### src/rtl/irq_pkg.sv
// Shared definitions for the interrupt controller: register offsets,
// FSM state encoding and the default register window base.
package irq_pkg;
    localparam logic [63:0] BASE_DEFAULT = 64'h2100;
    localparam logic [63:0] OFF_ENABLE   = 64'h0;
    localparam logic [63:0] OFF_PENDING  = 64'h8;
    localparam logic [63:0] OFF_CLAIM    = 64'h10;

    typedef enum logic {
        ST_IDLE     = 1'b0,
        ST_ASSERTED = 1'b1
    } irq_state_e;
endpackage

### src/rtl/irq_controller_if.sv
// CPU register bus of the interrupt controller.
interface irq_controller_if;
    logic [63:0] bus_address;
    logic [63:0] bus_write_data;
    logic        bus_write_enable;
    logic        bus_read_enable;
    logic [63:0] bus_read_data;

    modport master (
        output bus_address, bus_write_data, bus_write_enable, bus_read_enable,
        input  bus_read_data
    );
    modport slave (
        input  bus_address, bus_write_data, bus_write_enable, bus_read_enable,
        output bus_read_data
    );
endinterface

### src/rtl/irq_prio_enc.sv
// Fixed-priority encoder: the lowest set request index wins.
module irq_prio_enc #(
    parameter int N_SRC = 4,
    parameter int VEC_W = 4
) (
    input  logic [N_SRC-1:0] req,
    output logic             valid,
    output logic [VEC_W-1:0] idx
);
    always_comb begin
        valid = 1'b0;
        idx   = '0;
        // Scan downwards so the lowest index is written last.
        for (int i = N_SRC - 1; i >= 0; i--) begin
            if (req[i]) begin
                valid = 1'b1;
                idx   = VEC_W'(i);
            end
        end
    end
endmodule

### src/rtl/irq_controller.sv
// Interrupt controller: edge/level capture, ENABLE/PENDING/CLAIM registers,
// fixed-priority selection and a two-state vector presentation FSM.
module irq_controller
    import irq_pkg::*;
#(
    parameter int                N_SRC     = 4,
    parameter int                VEC_W     = 4,
    parameter logic [N_SRC-1:0]  EDGE_MASK = '1,
    parameter logic [63:0]       BASE      = BASE_DEFAULT
) (
    input  logic             clk,
    input  logic             reset_n,
    input  logic [N_SRC-1:0] src,
    output logic [VEC_W-1:0] interrupt_vector,
    input  logic             interrupt_ack,
    output logic             interrupt_pending,
    irq_controller_if.slave  bus
);
    irq_state_e       state_q, state_d;
    logic [N_SRC-1:0] src_prev_q, src_prev_d;
    logic [N_SRC-1:0] enable_q, enable_d;
    logic [N_SRC-1:0] pending_q, pending_d;
    logic [VEC_W-1:0] win_q, win_d;
    logic [VEC_W-1:0] vector_q, vector_d;
    logic [63:0]      read_data_q, read_data_d;

    logic [N_SRC-1:0] set_vec, clr_vec, active;
    logic             any_active;
    logic [VEC_W-1:0] win_idx;
    logic             wr, rd, sel_enable, sel_pending, sel_claim;
    logic             unused_wdata;

    assign unused_wdata = ^bus.bus_write_data[63:N_SRC];

    assign active = pending_q & enable_q;

    irq_prio_enc #(.N_SRC(N_SRC), .VEC_W(VEC_W)) u_prio_enc (
        .req   (active),
        .valid (any_active),
        .idx   (win_idx)
    );

    assign sel_enable  = (bus.bus_address == BASE + OFF_ENABLE);
    assign sel_pending = (bus.bus_address == BASE + OFF_PENDING);
    assign sel_claim   = (bus.bus_address == BASE + OFF_CLAIM);
    assign wr          = bus.bus_write_enable;
    assign rd          = bus.bus_read_enable & ~bus.bus_write_enable;

    always_comb begin
        src_prev_d  = src;
        // Edge sources fire only on a 0->1 transition; level sources every high cycle.
        set_vec     = src & (~src_prev_q | ~EDGE_MASK);
        clr_vec     = '0;
        enable_d    = enable_q;
        read_data_d = read_data_q;

        if (wr && sel_enable)  enable_d = bus.bus_write_data[N_SRC-1:0];
        if (wr && sel_pending) clr_vec  = clr_vec | bus.bus_write_data[N_SRC-1:0];

        if (rd) begin
            if (sel_enable)       read_data_d = 64'(enable_q);
            else if (sel_pending) read_data_d = 64'(pending_q);
            else if (sel_claim)   read_data_d = any_active ? 64'(win_idx) + 64'd1 : 64'd0;
            else                  read_data_d = 64'd0;
            if (sel_claim && any_active) clr_vec = clr_vec | (N_SRC'(1) << win_idx);
        end

        if (state_q == ST_ASSERTED && interrupt_ack) clr_vec = clr_vec | (N_SRC'(1) << win_q);

        pending_d = (pending_q & ~clr_vec) | set_vec;

        state_d  = state_q;
        win_d    = win_q;
        vector_d = vector_q;
        case (state_q)
            ST_IDLE: begin
                if (any_active) begin
                    win_d    = win_idx;
                    vector_d = win_idx + VEC_W'(1);
                    state_d  = ST_ASSERTED;
                end
            end
            ST_ASSERTED: begin
                // Withdraw on ack, or once the presented bit is no longer pending & enabled.
                if (interrupt_ack ||
                    ((pending_d & enable_d & (N_SRC'(1) << win_q)) == '0)) begin
                    vector_d = '0;
                    state_d  = ST_IDLE;
                end
            end
            default: state_d = ST_IDLE;
        endcase
    end

    always_ff @(posedge clk or negedge reset_n) begin
        if (!reset_n) begin
            state_q     <= ST_IDLE;
            src_prev_q  <= '0;
            enable_q    <= '0;
            pending_q   <= '0;
            win_q       <= '0;
            vector_q    <= '0;
            read_data_q <= '0;
        end else begin
            state_q     <= state_d;
            src_prev_q  <= src_prev_d;
            enable_q    <= enable_d;
            pending_q   <= pending_d;
            win_q       <= win_d;
            vector_q    <= vector_d;
            read_data_q <= read_data_d;
        end
    end

    assign interrupt_vector  = vector_q;
    assign interrupt_pending = |active;
    assign bus.bus_read_data = read_data_q;
endmodule

### src/flat_wrapper.sv
// flat-port wrapper written by rule: the top's interface ports become plain ports
module irq_controller_flat import irq_pkg::*;
#(
    parameter int                N_SRC     = 4,
    parameter int                VEC_W     = 4,
    parameter logic [N_SRC-1:0]  EDGE_MASK = '1,
    parameter logic [63:0]       BASE      = BASE_DEFAULT
)
  (clk, reset_n, src, interrupt_vector, interrupt_ack, interrupt_pending, bus_bus_address, bus_bus_write_data, bus_bus_write_enable, bus_bus_read_enable, bus_bus_read_data);
  irq_controller_if bus_i ();
  input  logic clk;
  input  logic reset_n;
  input  logic [N_SRC-1:0] src;
  output logic [VEC_W-1:0] interrupt_vector;
  input  logic interrupt_ack;
  output logic interrupt_pending;
  input wire logic [$bits(bus_i.bus_address)-1:0] bus_bus_address;
  input wire logic [$bits(bus_i.bus_write_data)-1:0] bus_bus_write_data;
  input wire logic [$bits(bus_i.bus_write_enable)-1:0] bus_bus_write_enable;
  input wire logic [$bits(bus_i.bus_read_enable)-1:0] bus_bus_read_enable;
  output wire logic [$bits(bus_i.bus_read_data)-1:0] bus_bus_read_data;
  assign bus_i.bus_address = bus_bus_address;
  assign bus_i.bus_write_data = bus_bus_write_data;
  assign bus_i.bus_write_enable = bus_bus_write_enable;
  assign bus_i.bus_read_enable = bus_bus_read_enable;
  assign bus_bus_read_data = bus_i.bus_read_data;
  irq_controller #(.N_SRC(N_SRC), .VEC_W(VEC_W), .EDGE_MASK(EDGE_MASK), .BASE(BASE)) u_core (.clk(clk), .reset_n(reset_n), .src(src), .interrupt_vector(interrupt_vector), .interrupt_ack(interrupt_ack), .interrupt_pending(interrupt_pending), .bus(bus_i));
endmodule
### config.mk
export PLATFORM = sky130hd
export DESIGN_NAME = irq_controller_flat
export DESIGN_NICKNAME = d
export VERILOG_FILES = /design/src/rtl/irq_pkg.sv /design/src/rtl/irq_controller_if.sv /design/src/rtl/irq_prio_enc.sv /design/src/rtl/irq_controller.sv /design/src/flat_wrapper.sv
export SDC_FILE = /design/constraint.sdc
export NUM_CORES = 1
export LEC_CHECK = 0
export CAP_MARGIN = 15
export CORE_MARGIN = 4
export CORE_UTILIZATION = 31
export CTS_CLUSTER_DIAMETER = 150
export CTS_CLUSTER_SIZE = 30
export DETAILED_ROUTE_END_ITERATION = 12
export PLACE_DENSITY = 0.95
export SYNTH_ARGS = -nofsm -noshare
export SYNTH_HDL_FRONTEND = slang
export SYNTH_SLANG_ARGS = --single-unit
### constraint.sdc
create_clock -name clk -period 3.4 [get_ports clk]
set_input_delay 0.85 -clock clk [delete_from_list [all_inputs] [get_ports clk]]
set_output_delay 0.85 -clock clk [all_outputs]
set_load 0.005 [all_outputs]
==> metrics.txt <==
# TYPE chip_impl_metric gauge
chip_impl_metric{name="grt.overflow.total",unit=""} 0
chip_impl_metric{name="clock.fmax",unit="MHz"} 315.1
chip_impl_metric{name="full_die_area",unit="um^2"} 7354
chip_impl_info{name="cts_root_buffer",value="sky130_fd_sc_hd__clkbuf_8"} 1
chip_impl_metric{name="vdd_ir_drop_max",unit="uV"} 156.3
chip_impl_info{name="ys_dominant_reg_cell",value="sky130_fd_sc_hd__dfrtp_1"} 1
chip_impl_metric{name="drt-vias-per-instance",unit=""} 4.663
chip_impl_info{name="ys_top_cells_by_area",value="sky130_fd_sc_hd__dfrtp_1, sky130_fd_sc_hd__buf_4, sky130_fd_sc_hd__nor4_1"} 1
chip_impl_info{name="hold_path.class",value="reg2reg"} 1
chip_impl_metric{name="post_dp_cell_area",unit="um^2"} 2660
chip_impl_metric{name="period_minus_slack",unit="ps"} 3174
chip_impl_metric{name="timing.critical_path.arrival",unit="ps"} 3310
chip_impl_metric{name="post_cts_hold_buffer_count",unit=""} 0
chip_impl_metric{name="grt_start_max_net_pins",unit=""} 23
chip_impl_metric{name="timing_hold_violations_final",unit=""} 0
chip_impl_metric{name="pwr_density_cell",unit="nW/um^2"} 217.3
chip_impl_info{name="final_cell_mix",value="sky130_fd_sc_hd__clkdlybuf4s50_1, sky130_fd_sc_hd__conb_1, sky130_fd_sc_hd__dfrtp_1, sky130_fd_sc_hd__nand2_1, sky130_fd_sc_hd__buf_4"} 1
chip_impl_metric{name="seqPwrFrac",unit=""} 0.446
chip_impl_info{name="crit_path_start_kind",value="input port"} 1
chip_impl_metric{name="setup_skew",unit="ps"} 3.872
chip_impl_metric{name="floorplan.initialDensity",unit=""} 0.3185
chip_impl_metric{name="count_of_nets_left_with_antenna_violations_after_detail_routing",unit=""} 0
chip_impl_metric{name="synth.cell_area",unit="um^2"} 1874
chip_impl_metric{name="detail_route.wirelength",unit="um"} 5590
chip_impl_metric{name="clock_power_share",unit=""} 0.326
chip_impl_metric{name="detailedRoute.firstIterationViolations",unit=""} 138
chip_impl_metric{name="final_core_util",unit=""} 0.4628
chip_impl_metric{name="routedWlPerCell",unit="um"} 14.48
chip_impl_metric{name="antenna_cells",unit=""} 0
chip_impl_metric{name="filler_cell_count",unit=""} 586
chip_impl_metric{name="cellLeakagePower",unit="nW"} 1.149
chip_impl_metric{name="max_slew_violation_total_from_the_final_report",unit=""} 0
chip_impl_metric{name="place_congestion",unit=""} 0.8985
chip_impl_metric{name="cts_num_sinks",unit=""} 22
chip_impl_metric{name="whs",unit="ps"} 484.0
chip_impl_metric{name="synth-async-reset-ratio",unit=""} 1.000
chip_impl_metric{name="io-pin-count",unit=""} 206
chip_impl_metric{name="p_int",unit="uW"} 453.6
chip_impl_info{name="rsz0062_at_grt",value="no"} 1
chip_impl_metric{name="net_switching_fraction_of_the_power",unit=""} 0.2338
chip_impl_metric{name="grt_antenna_before_repair",unit=""} 0
chip_impl_metric{name="design.final.nets",unit=""} 453
chip_impl_metric{name="setup_violations",unit=""} 0
chip_impl_metric{name="power_frac_comb",unit=""} 0.228
chip_impl_metric{name="core.rowCount",unit=""} 28
chip_impl_metric{name="core_area",unit="um^2"} 5886
chip_impl_metric{name="cts-root-to-sink-buffers",unit=""} 2
chip_impl_metric{name="drtPass1Iterations",unit=""} 4
chip_impl_metric{name="area_growth_syn_to_layout",unit="%"} 45.33
chip_impl_metric{name="synth.avg_cell_area",unit="um^2"} 8.677
chip_impl_metric{name="synth_enable_flop_cells",unit=""} 0
chip_impl_info{name="hold_path.startpoint",value="u_core.bus.bus_read_data[3]"} 1
chip_impl_info{name="synth_area_leader_cell",value="sky130_fd_sc_hd__dfrtp_1"} 1
chip_impl_metric{name="dp_hpwl",unit="um"} 4622
chip_impl_info{name="setup.worst_path.end_class",value="flop"} 1
chip_impl_metric{name="grtUsageTotal",unit=""} 0.1441
chip_impl_metric{name="post_route_cells_drive_above_1_share",unit=""} 0.08682
chip_impl_info{name="outcome",value="finished clean"} 1
chip_impl_metric{name="yosys_top_cell_area_share",unit=""} 0.2937
chip_impl_metric{name="timing.critical_path.required",unit="ps"} 3530
chip_impl_metric{name="post_synth_num_cell_types",unit=""} 47
chip_impl_metric{name="drc_errors",unit=""} 0
chip_impl_metric{name="num_vias",unit=""} 1800
chip_impl_metric{name="grt_pass1_wl",unit="um"} 8438
chip_impl_metric{name="synth.ff_latch_count",unit=""} 22
chip_impl_metric{name="cts_repair_resize_count",unit=""} 0
chip_impl_metric{name="clock_tree.htree_level_count",unit=""} 1
chip_impl_metric{name="post-route-period-util",unit=""} 0.9335
chip_impl_metric{name="power.total",unit="uW"} 592.0
chip_impl_metric{name="fin_area",unit="um^2"} 2724
chip_impl_metric{name="latest_clock_arrival_within_the_worst_skew_pair",unit="ps"} 270
chip_impl_info{name="cts_tree",value="built"} 1
chip_impl_metric{name="maxCapViolations",unit=""} 0
chip_impl_metric{name="cts-buffers-inserted",unit=""} 3
chip_impl_metric{name="path_max_fanout",unit=""} 7
chip_impl_metric{name="synth-seq-area-share",unit=""} 0.2937
chip_impl_info{name="mostFrequentLayoutCell",value="sky130_fd_sc_hd__clkdlybuf4s50_1"} 1
chip_impl_metric{name="p_switching",unit="uW"} 138.4
chip_impl_info{name="r2r_startpoint",value="u_core.pending_q[2]"} 1
chip_impl_metric{name="die-height",unit="um"} 85.76
chip_impl_metric{name="dieWidth",unit="um"} 85.76
chip_impl_metric{name="post_synth_inst_count",unit=""} 216
chip_impl_metric{name="synth.yosys.warnings",unit=""} 0
chip_impl_info{name="worst_setup_path_startpoint",value="bus_bus_address[0]"} 1
chip_impl_info{name="critical_path_class",value="in2reg"} 1
chip_impl_metric{name="port_buffers",unit=""} 84
chip_impl_metric{name="cts_setup_buffers",unit=""} 0
chip_impl_metric{name="clk_pin_slew_worst_paths",unit="ps"} 80
chip_impl_metric{name="first_global_vias",unit=""} 1749
==> stage by stage <==
| step | cells | TNS (ps) | setup slack [ps] |
|---|---|---|---|
| 4_1_cts | 386 | 0 | 141.4 |
| 3_5_place_dp | 382 | -454.7 | -124.4 |
| 3_3_place_gp | 382 | -482.0 | -119.5 |
| 2_1_floorplan | 276 | 0 | 596.0 |
| 6_report | 386 | 0 | 225.9 |
| 5_1_grt | 386 | 0 | 72.64 |
==> Yosys cell counts, types with 2 or more instances <==
| cell type | instances |
|---|---|
| sky130_fd_sc_hd__nand4_1 | 5 |
| sky130_fd_sc_hd__nand3_1 | 5 |
| sky130_fd_sc_hd__ha_1 | 4 |
| sky130_fd_sc_hd__o221ai_1 | 6 |
| sky130_fd_sc_hd__inv_1 | 6 |
| sky130_fd_sc_hd__o2111ai_1 | 3 |
| sky130_fd_sc_hd__buf_2 | 2 |
| sky130_fd_sc_hd__and3_1 | 3 |
| sky130_fd_sc_hd__buf_4 | 61 |
| sky130_fd_sc_hd__dfrtp_1 | 22 |
| sky130_fd_sc_hd__nor2_1 | 4 |
| sky130_fd_sc_hd__o31ai_1 | 2 |
| sky130_fd_sc_hd__nand2_1 | 17 |
| sky130_fd_sc_hd__clkbuf_1 | 5 |
| sky130_fd_sc_hd__mux2_2 | 2 |
| sky130_fd_sc_hd__nand2b_1 | 6 |
| sky130_fd_sc_hd__nor4b_2 | 2 |
| sky130_fd_sc_hd__mux2i_1 | 5 |
| sky130_fd_sc_hd__o21ai_1 | 5 |
| sky130_fd_sc_hd__nor2b_1 | 2 |
| sky130_fd_sc_hd__a21oi_1 | 3 |
| sky130_fd_sc_hd__a22oi_1 | 5 |
| sky130_fd_sc_hd__nor4_1 | 13 |
| sky130_fd_sc_hd__o21ai_0 | 5 |
==> metal layers <==
layer,vias to the layer above,global-route usage,part of all wire
met5,-,0,0
met4,0,0.02878,0.0082
met3,8,0.03650,0.081
met2,97,0.2528,0.52
met1,842,0.1790,0.39
li1,853,-,-
==> registers in the layout (all words and copies together), names as in the netlist <==
register                  count
u_core.bus.bus_read_data      4
u_core.enable_q               4
u_core.pending_q              4
u_core.src_prev_q             4
u_core.interrupt_vector       3
u_core.win_q                  2
u_core.state_q                1
==> kinds of logic (layout without fill, tap and decap cells) <==
family | after synthesis | count (layout) | synth area share
flip-flops | 22 | 22 | 0.2937
buffers and inverters | 75 | 110 | 0.2737
AND/OR/NAND/NOR | 64 | 64 | 0.1983
multiplexers | 7 | 7 | 0.03872
other | 1 | 61 | 0.002001
adder cells (fa/ha/maj) | 4 | 4 | 0.02670
AO/OA/AOI/OAI | 43 | 43 | 0.1669
==> path summary, 6_finish.rpt <==
| path | end | slack, ps | cells past startpoint |
|---|---|---|---|
| worst max-delay path | u_core.interrupt_vector[2] | 230 | 8 |
| worst min-delay path | u_core.bus.bus_read_data[3] | 480 | 2 |
| worst max register to register | u_core.state_q | 970 | 10 |
| worst min register to register | u_core.bus.bus_read_data[3] | 480 | 2 |
| max in group asynchronous | u_core.enable_q[3] | 2250 | 2 |
| min in group asynchronous | u_core.bus.bus_read_data[1] | 920 | 2 |
==> power groups by stage <==
stage | clock network, mW | registers (mW) | logic (mW)
floorplan | 0 | 0.269 | 0.0811
global placement | 0 | 0.269 | 0.130
detailed placement | 0 | 0.269 | 0.133
CTS | 0.200 | 0.264 | 0.133
global route | 0.210 | 0.264 | 0.147
finish | 0.193 | 0.264 | 0.135
==> area by class of cell <==
class / count / area (um^2) / area share
Multi-Input combinational cell: 179 / 1045 / 0.3836
Timing Repair Buffer: 99 / 953.4 / 0.3500
Sequential cell: 22 / 550.5 / 0.2021
Tap cell: 75 / 93.84 / 0.03445
Clock buffer: 4 / 55.05 / 0.02021
Inverter: 7 / 26.28 / 0.009646
==> critical path, cell delays in order <==
cell	delay [ps]
sky130_fd_sc_hd__clkdlybuf4s50_1	400
sky130_fd_sc_hd__nor4_1	400
sky130_fd_sc_hd__nand4_1	180
sky130_fd_sc_hd__or4_4	630
sky130_fd_sc_hd__o31a_1	330
sky130_fd_sc_hd__o211a_2	170
sky130_fd_sc_hd__o2111ai_1	200
sky130_fd_sc_hd__o221ai_1	140
No activity file was read; power rests on OpenSTA's default activity.
